==> src/rtl/fpio_pkg.sv <==
// Shared definitions for the fpio serial blocks.
// The state enum is kept here so a future receiver can use the same encoding.
package fpio_pkg;

  localparam int FPIO_DATA_WIDTH = 8;

  typedef enum logic [2:0] {
    IDLE   = 3'd0,
    START  = 3'd1,
    DATA   = 3'd2,
    PARITY = 3'd3,
    STOP   = 3'd4
  } fpio_uart_tx_state_e;

endpackage

==> src/rtl/fpio_baud_gen.sv <==
// Bit-period timer: counts divisor-1 down to 0 and flags the last cycle of each bit.
// A divisor of 0 behaves as 1, giving a tick on every clock.
module fpio_baud_gen #(
  parameter int DIV_WIDTH = 16
) (
  input  logic                 clk,
  input  logic                 rstn,
  input  logic                 load,
  input  logic [DIV_WIDTH-1:0] divisor,
  output logic                 tick
);

  logic [DIV_WIDTH-1:0] cnt_q;
  logic [DIV_WIDTH-1:0] reload;

  always_comb begin
    reload = (divisor == '0) ? '0 : (divisor - DIV_WIDTH'(1));
    tick   = (cnt_q == '0);
  end

  // The count restarts on every tick so consecutive bits in one state need no load.
  always_ff @(posedge clk) begin
    if (!rstn) begin
      cnt_q <= '0;
    end else if (load || tick) begin
      cnt_q <= reload;
    end else begin
      cnt_q <= cnt_q - DIV_WIDTH'(1);
    end
  end

endmodule

==> src/rtl/fpio_uart_tx.sv <==
// Serial transmitter fed from the fpio host-to-external FIFO.
// Sends start, 8 data bits LSB first, optional parity and 1 or 2 stop bits.
module fpio_uart_tx
  import fpio_pkg::*;
#(
  parameter int FIFO_BITS  = 8,
  parameter int DATA_WIDTH = FPIO_DATA_WIDTH,
  parameter int DIV_WIDTH  = 16
) (
  input  logic                  clk,
  input  logic                  rstn,
  input  logic                  enable,
  input  logic [DIV_WIDTH-1:0]  divisor,
  input  logic                  parity_en,
  input  logic                  parity_odd,
  input  logic                  two_stop,
  input  logic [DATA_WIDTH-1:0] in_data,
  input  logic [FIFO_BITS:0]    in_avail,
  output logic                  in_pop,
  output logic                  txd,
  output logic                  busy,
  output logic                  tx_done
);

  localparam int BW = $clog2(DATA_WIDTH);
  localparam logic [BW-1:0] LAST_BIT = BW'(DATA_WIDTH - 1);

  localparam logic [2:0] ST_IDLE   = IDLE;
  localparam logic [2:0] ST_START  = START;
  localparam logic [2:0] ST_DATA   = DATA;
  localparam logic [2:0] ST_PARITY = PARITY;
  localparam logic [2:0] ST_STOP   = STOP;

  logic [2:0]            state_q;
  logic [2:0]            nxt_state;
  logic [DATA_WIDTH-1:0] shift_q;
  logic [BW-1:0]         bit_cnt_q;
  logic                  stop_cnt_q;
  logic [DIV_WIDTH-1:0]  div_q;
  logic                  par_en_q;
  logic                  two_stop_q;
  logic                  parity_q;
  logic                  txd_q;
  logic                  nxt_txd;
  logic                  tick;
  logic                  stop_end;
  logic                  start_ok;
  logic                  baud_load;
  logic [DIV_WIDTH-1:0]  baud_div;

  // The pop and done pulses are combinational so a new byte is consumed in the
  // very cycle the previous frame's last stop bit ends; rstn gates both.
  always_comb begin
    stop_end = (state_q == ST_STOP) && tick && (!two_stop_q || stop_cnt_q);
    start_ok = rstn && enable && (in_avail != '0);
    in_pop   = start_ok && ((state_q == ST_IDLE) || stop_end);
    tx_done  = rstn && stop_end;
    busy     = (state_q != ST_IDLE);
  end

  always_comb begin
    nxt_state = state_q;
    case (state_q)
      ST_IDLE: begin
        if (in_pop) nxt_state = ST_START;
      end
      ST_START: begin
        if (tick) nxt_state = ST_DATA;
      end
      ST_DATA: begin
        if (tick && (bit_cnt_q == LAST_BIT)) nxt_state = par_en_q ? ST_PARITY : ST_STOP;
      end
      ST_PARITY: begin
        if (tick) nxt_state = ST_STOP;
      end
      ST_STOP: begin
        if (stop_end) nxt_state = in_pop ? ST_START : ST_IDLE;
      end
      default: nxt_state = ST_IDLE;
    endcase
  end

  // A new frame times its start bit from the live divisor; later bits use the latched copy.
  always_comb begin
    baud_load = in_pop || (nxt_state != state_q);
    baud_div  = in_pop ? divisor : div_q;
  end

  fpio_baud_gen #(
    .DIV_WIDTH (DIV_WIDTH)
  ) u_baud (
    .clk     (clk),
    .rstn    (rstn),
    .load    (baud_load),
    .divisor (baud_div),
    .tick    (tick)
  );

  // The pin is registered from the next state so it never glitches on decode.
  always_comb begin
    nxt_txd = 1'b1;
    case (nxt_state)
      ST_START:  nxt_txd = 1'b0;
      ST_DATA:   nxt_txd = ((state_q == ST_DATA) && tick) ? shift_q[1] : shift_q[0];
      ST_PARITY: nxt_txd = parity_q;
      default:   nxt_txd = 1'b1;
    endcase
  end

  always_ff @(posedge clk) begin
    if (!rstn) begin
      state_q    <= ST_IDLE;
      shift_q    <= '0;
      bit_cnt_q  <= '0;
      stop_cnt_q <= 1'b0;
      div_q      <= '0;
      par_en_q   <= 1'b0;
      two_stop_q <= 1'b0;
      parity_q   <= 1'b0;
      txd_q      <= 1'b1;
    end else begin
      state_q <= nxt_state;
      txd_q   <= nxt_txd;
      if (in_pop) begin
        shift_q    <= in_data;
        bit_cnt_q  <= '0;
        stop_cnt_q <= 1'b0;
        div_q      <= divisor;
        par_en_q   <= parity_en;
        two_stop_q <= two_stop;
        parity_q   <= (^in_data) ^ parity_odd;
      end else begin
        if ((state_q == ST_DATA) && tick) begin
          shift_q   <= shift_q >> 1;
          bit_cnt_q <= bit_cnt_q + BW'(1);
        end
        if ((state_q == ST_STOP) && tick && !stop_end) begin
          stop_cnt_q <= 1'b1;
        end
      end
    end
  end

  assign txd = txd_q;

endmodule

==> config.mk <==
export PLATFORM = sky130hd
export DESIGN_NAME = fpio_uart_tx
export DESIGN_NICKNAME = d
export VERILOG_FILES = /design/src/rtl/fpio_pkg.sv /design/src/rtl/fpio_baud_gen.sv /design/src/rtl/fpio_uart_tx.sv
export SDC_FILE = /design/constraint.sdc
export NUM_CORES = 1
export LEC_CHECK = 0
export ABC_AREA = 0
export CORE_UTILIZATION = 55
export DETAILED_ROUTE_END_ITERATION = 8
export PLACE_DENSITY = 0.8
export REMOVE_ABC_BUFFERS = 1
export SETUP_SLACK_MARGIN = 0.4
export SLEW_MARGIN = 5
export SYNTH_ARGS = -nofsm -noshare
export SYNTH_HDL_FRONTEND = slang
export SYNTH_SLANG_ARGS = --single-unit
==> constraint.sdc <==
create_clock -name clk -period 5.5 [get_ports clk]
set_clock_uncertainty 0.1 [all_clocks]
set_input_delay 1.1 -clock clk [delete_from_list [all_inputs] [get_ports clk]]
set_output_delay 1.1 -clock clk [all_outputs]
set_load 0.01 [all_outputs]
==> results.md <==
* Status: completed
* Slowest stage cell, crit path: or4_1
* Seq pwr share at a little under two fifths
* Switching power at 506 uW
* CTS max path bufs at 2
* Number of global-route vias before repair at between 2000 and 2500
* Minimum clock period at approximately 4.6 ns
* Worst VDD drop at 0.000216 V
* Synthesis Warnings at 0
* Register area share after synthesis at roughly a third
* Cts bufs inserted at 5
* Cell Int Power at around 860 uW
* DR pass1 iterations at 4
* P_leak at roughly 1.3 nW
* Clk pwr share at between 20% and 30%
* Routed Wire Length at between 6 and 7 mm
* Die H at between 70 and 80 um
* CORE AREA at slightly above 5000 sq um
* Finished Cell Area at 3570 sq um
* Share of flip-flops with an asynchronous set or reset at 0%
* IO Port Bufs at 42
* Synth Register Bits at 51
* CP startpoint: in_avail[2]
* Pre-CTS setup slack at 0.538 ns
* Post-Place Cell Area at ~3400 sq um
* Tot Pwr at between 1 and 1.5 mW
* Rows at 26
* Leading area contributor after synthesis: dfxtp_1
* HPWL Detailed at ~5.2 mm
* Avg Inst Size Synth at about 8.3 sq um
* CP endpoint kind: register
* Placer congestion estimate at 0.830
* Logic gate share of total power at approximately two fifths
* Detailed Route Iter0 Violations at 188
* Fillers at approximately 430
* Most used DFF post-synth: dfxtp_1
* Root buf cell: clkbuf_8
* Worst EP required at approximately 5.6 ns
* CTS tree: done
* Clock transition at path regs at 0.09 ns
* Ant. Diodes at 0
* Post-synth design cell area at ~3000 sq um
* Fraction of layout instances using a drive strength above 1 at under 10%
* Worst slew pin tran at about 1.0 ns
* Arrival time worst endpoint at 4.71 ns
* R2R Path Start: u_baud.cnt_q[0]
* Fmax achieved at about 0.22 GHz
* Area occupied by multi-input gates at 1870 sq um
* Worst slew margin at around 33%
* Final period util at between 80% and 90%
* Routed vias at 2721
* Starting Density at approximately 58%
* Synth top area share at about a third
* Worst Reg-to-Reg Cells at 14
* First-pass GRT wire length at approximately 11 mm
* Hold Path Depth at 2
* Reg2reg end: u_baud.cnt_q[14]
* Area delta synth->final at 18.9%
* Final-report setup violation count at 0
* Gr ovfl total at 0
* # hold bufs at CTS at 0
* Worst min path class: reg -> reg
* Post-synth EDFFs at 0
* Total GRT Usage at between 20 and 30%
* Post-DRT Antenna Nets at 0
* Clock Latency Late Sink at slightly above 0.3 ns
* Max cap viols at 0
* H-tree Lvls at 2
* Min-delay src: shift_q[3]
* RSZ-0062 raised after global routing: no
* Max incr delay on CP at between 0.5 and 0.6 ns
* Largest net degree at the start of global routing at between 40 and 50
* Worst Hold Path EP: shift_q[3]
* Ordered list of cells on the worst path: clkdlybuf4s50_1 > or4_1 > nor4_1 > a2111o_1 > buf_4 > mux2i_1 > ha_1 > nand2_1 > or4_1 > mux2i_1 > o21ai_1 > xnor2_1 > o22ai_1
* Routed WL per cell at around 15 um
* Remaining DRCs at 0
* Seq. cell area at around 1000 sq um
* Vias per cell at around 5.8
* Synth area leaders: dfxtp_1, xnor2_1, nand2_1
* I/O pin count at between 40 and 50
* Die area at 5750 sq um
* Gate Count Post-Synth at 360
* Chip width at roughly 76 um
* Post-route setup slack at slightly below 0.9 ns
* WS Path Type: in -> reg
* Clk sinks at 51
* Initial antenna violation count at 0
* Critical path's top delay family: simple AND/OR/NAND/NOR gates
* Nets@finish at roughly 440
* Synth unique cells at 43
* Number of buffers and inverters on the critical path at 2
* Post-CTS Repair Setup Buffers at 0
* Slew Limit Fails at 0
* Sw frac at a little under two fifths
* Startpoint types: primary input
* Setup TNS at 0 ns
* Fin. Hold Viols at 0
* Crit Path Max Fanout at 12
* Reg2Reg Setup Slack at 1.52 ns
* Post-cts gate resize count at 0
* Power Density at between 300 and 400 nW/um^2
[power by group through the flow]
stage	logic, mW	registers, mW	clock network (mW)
finish	0.567	0.525	0.275
global route	0.636	0.536	0.292
CTS	0.567	0.523	0.278
detailed placement	0.561	0.532	0
global placement	0.544	0.527	0
floorplan	0.426	0.511	0
[worst min-delay path: stages, from the launching register on]
cell and delay [ns]:
dfxtp_1 0.32, nand2_1 0.05, a21boi_0 0.06
[flip-flops by register name, indices dropped and copies added (netlist names)]
name          count
div_q            16
parity_q          1
txd               1
bit_cnt_q         3
par_en_q          1
shift_q           8
u_baud.cnt_q     16
state_q           3
stop_cnt_q        1
two_stop_q        1
[Yosys cell counts, types with 9 or more instances]
cell       n
or4_1      9
a21boi_0  14
mux2i_1   13
xor2_1    15
nor3_1    20
nand2_1   49
o22ai_1    9
xnor2_1   26
nor2_1    24
nand3_1   11
dfxtp_1   51
a22oi_1   10
nor2b_1   18
o21ai_0   10
[layout make-up]
class | instances | area share, %
Sequential cell | 51 | 28.6
Clock inverter | 2 | 0.982
Inverter | 5 | 0.526
Multi-Input combinational cell | 288 | 52.5
Tap cell | 70 | 2.46
Clock buffer | 6 | 2.31
Timing Repair Buffer | 46 | 12.6
[routing by layer]
metal	up-vias	global-route usage (%)	share of wire, %
li1	1355	-	-
met1	1278	35.1	45
met2	77	40.3	46
met3	11	5.56	6.4
met4	0	9.05	1.8
met5	-	0	0
[kinds of logic after synthesis]
family	count (synthesis)	share of synthesized area, %
buf+inv	21	3.55
compound gates	62	13.7
xor+xnor	41	12.0
simple gates	166	29.9
flops	51	34.0
mux	14	4.80
fa+ha+maj	5	2.09
[placed cells by master, fill, tap and decap left out, types with 11 or more instances in the layout]
master / count
nor2b_1: 18
nor2_1: 24
nor3_1: 20
mux2i_1: 13
xor2_1: 15
a21boi_0: 14
nand2_1: 49
xnor2_1: 26
nand3_1: 11
dfxtp_1: 51
clkdlybuf4s50_1: 42
[worst max path at each step]
stage	endpoint	slack [ns]	cells past startpoint
floorplan	u_baud.cnt_q[14]	0.77	11
global placement	u_baud.cnt_q[14]	0.73	13
detailed placement	u_baud.cnt_q[14]	0.54	13
CTS	u_baud.cnt_q[14]	0.85	13
global route	u_baud.cnt_q[14]	0.55	13
finish	u_baud.cnt_q[14]	0.88	13
[through the flow]
stage | hold WS (ns) | utilization, % | cells
floorplan | 0.341 | - | 344
global placement | 0.349 | 66.7 | 460
detailed placement | 0.356 | 66.7 | 460
CTS | 0.369 | 69.0 | 468
global route | 0.393 | 69.0 | 468
finish | 0.366 | 69.0 | 468
(Power assumes the default switching activity.)
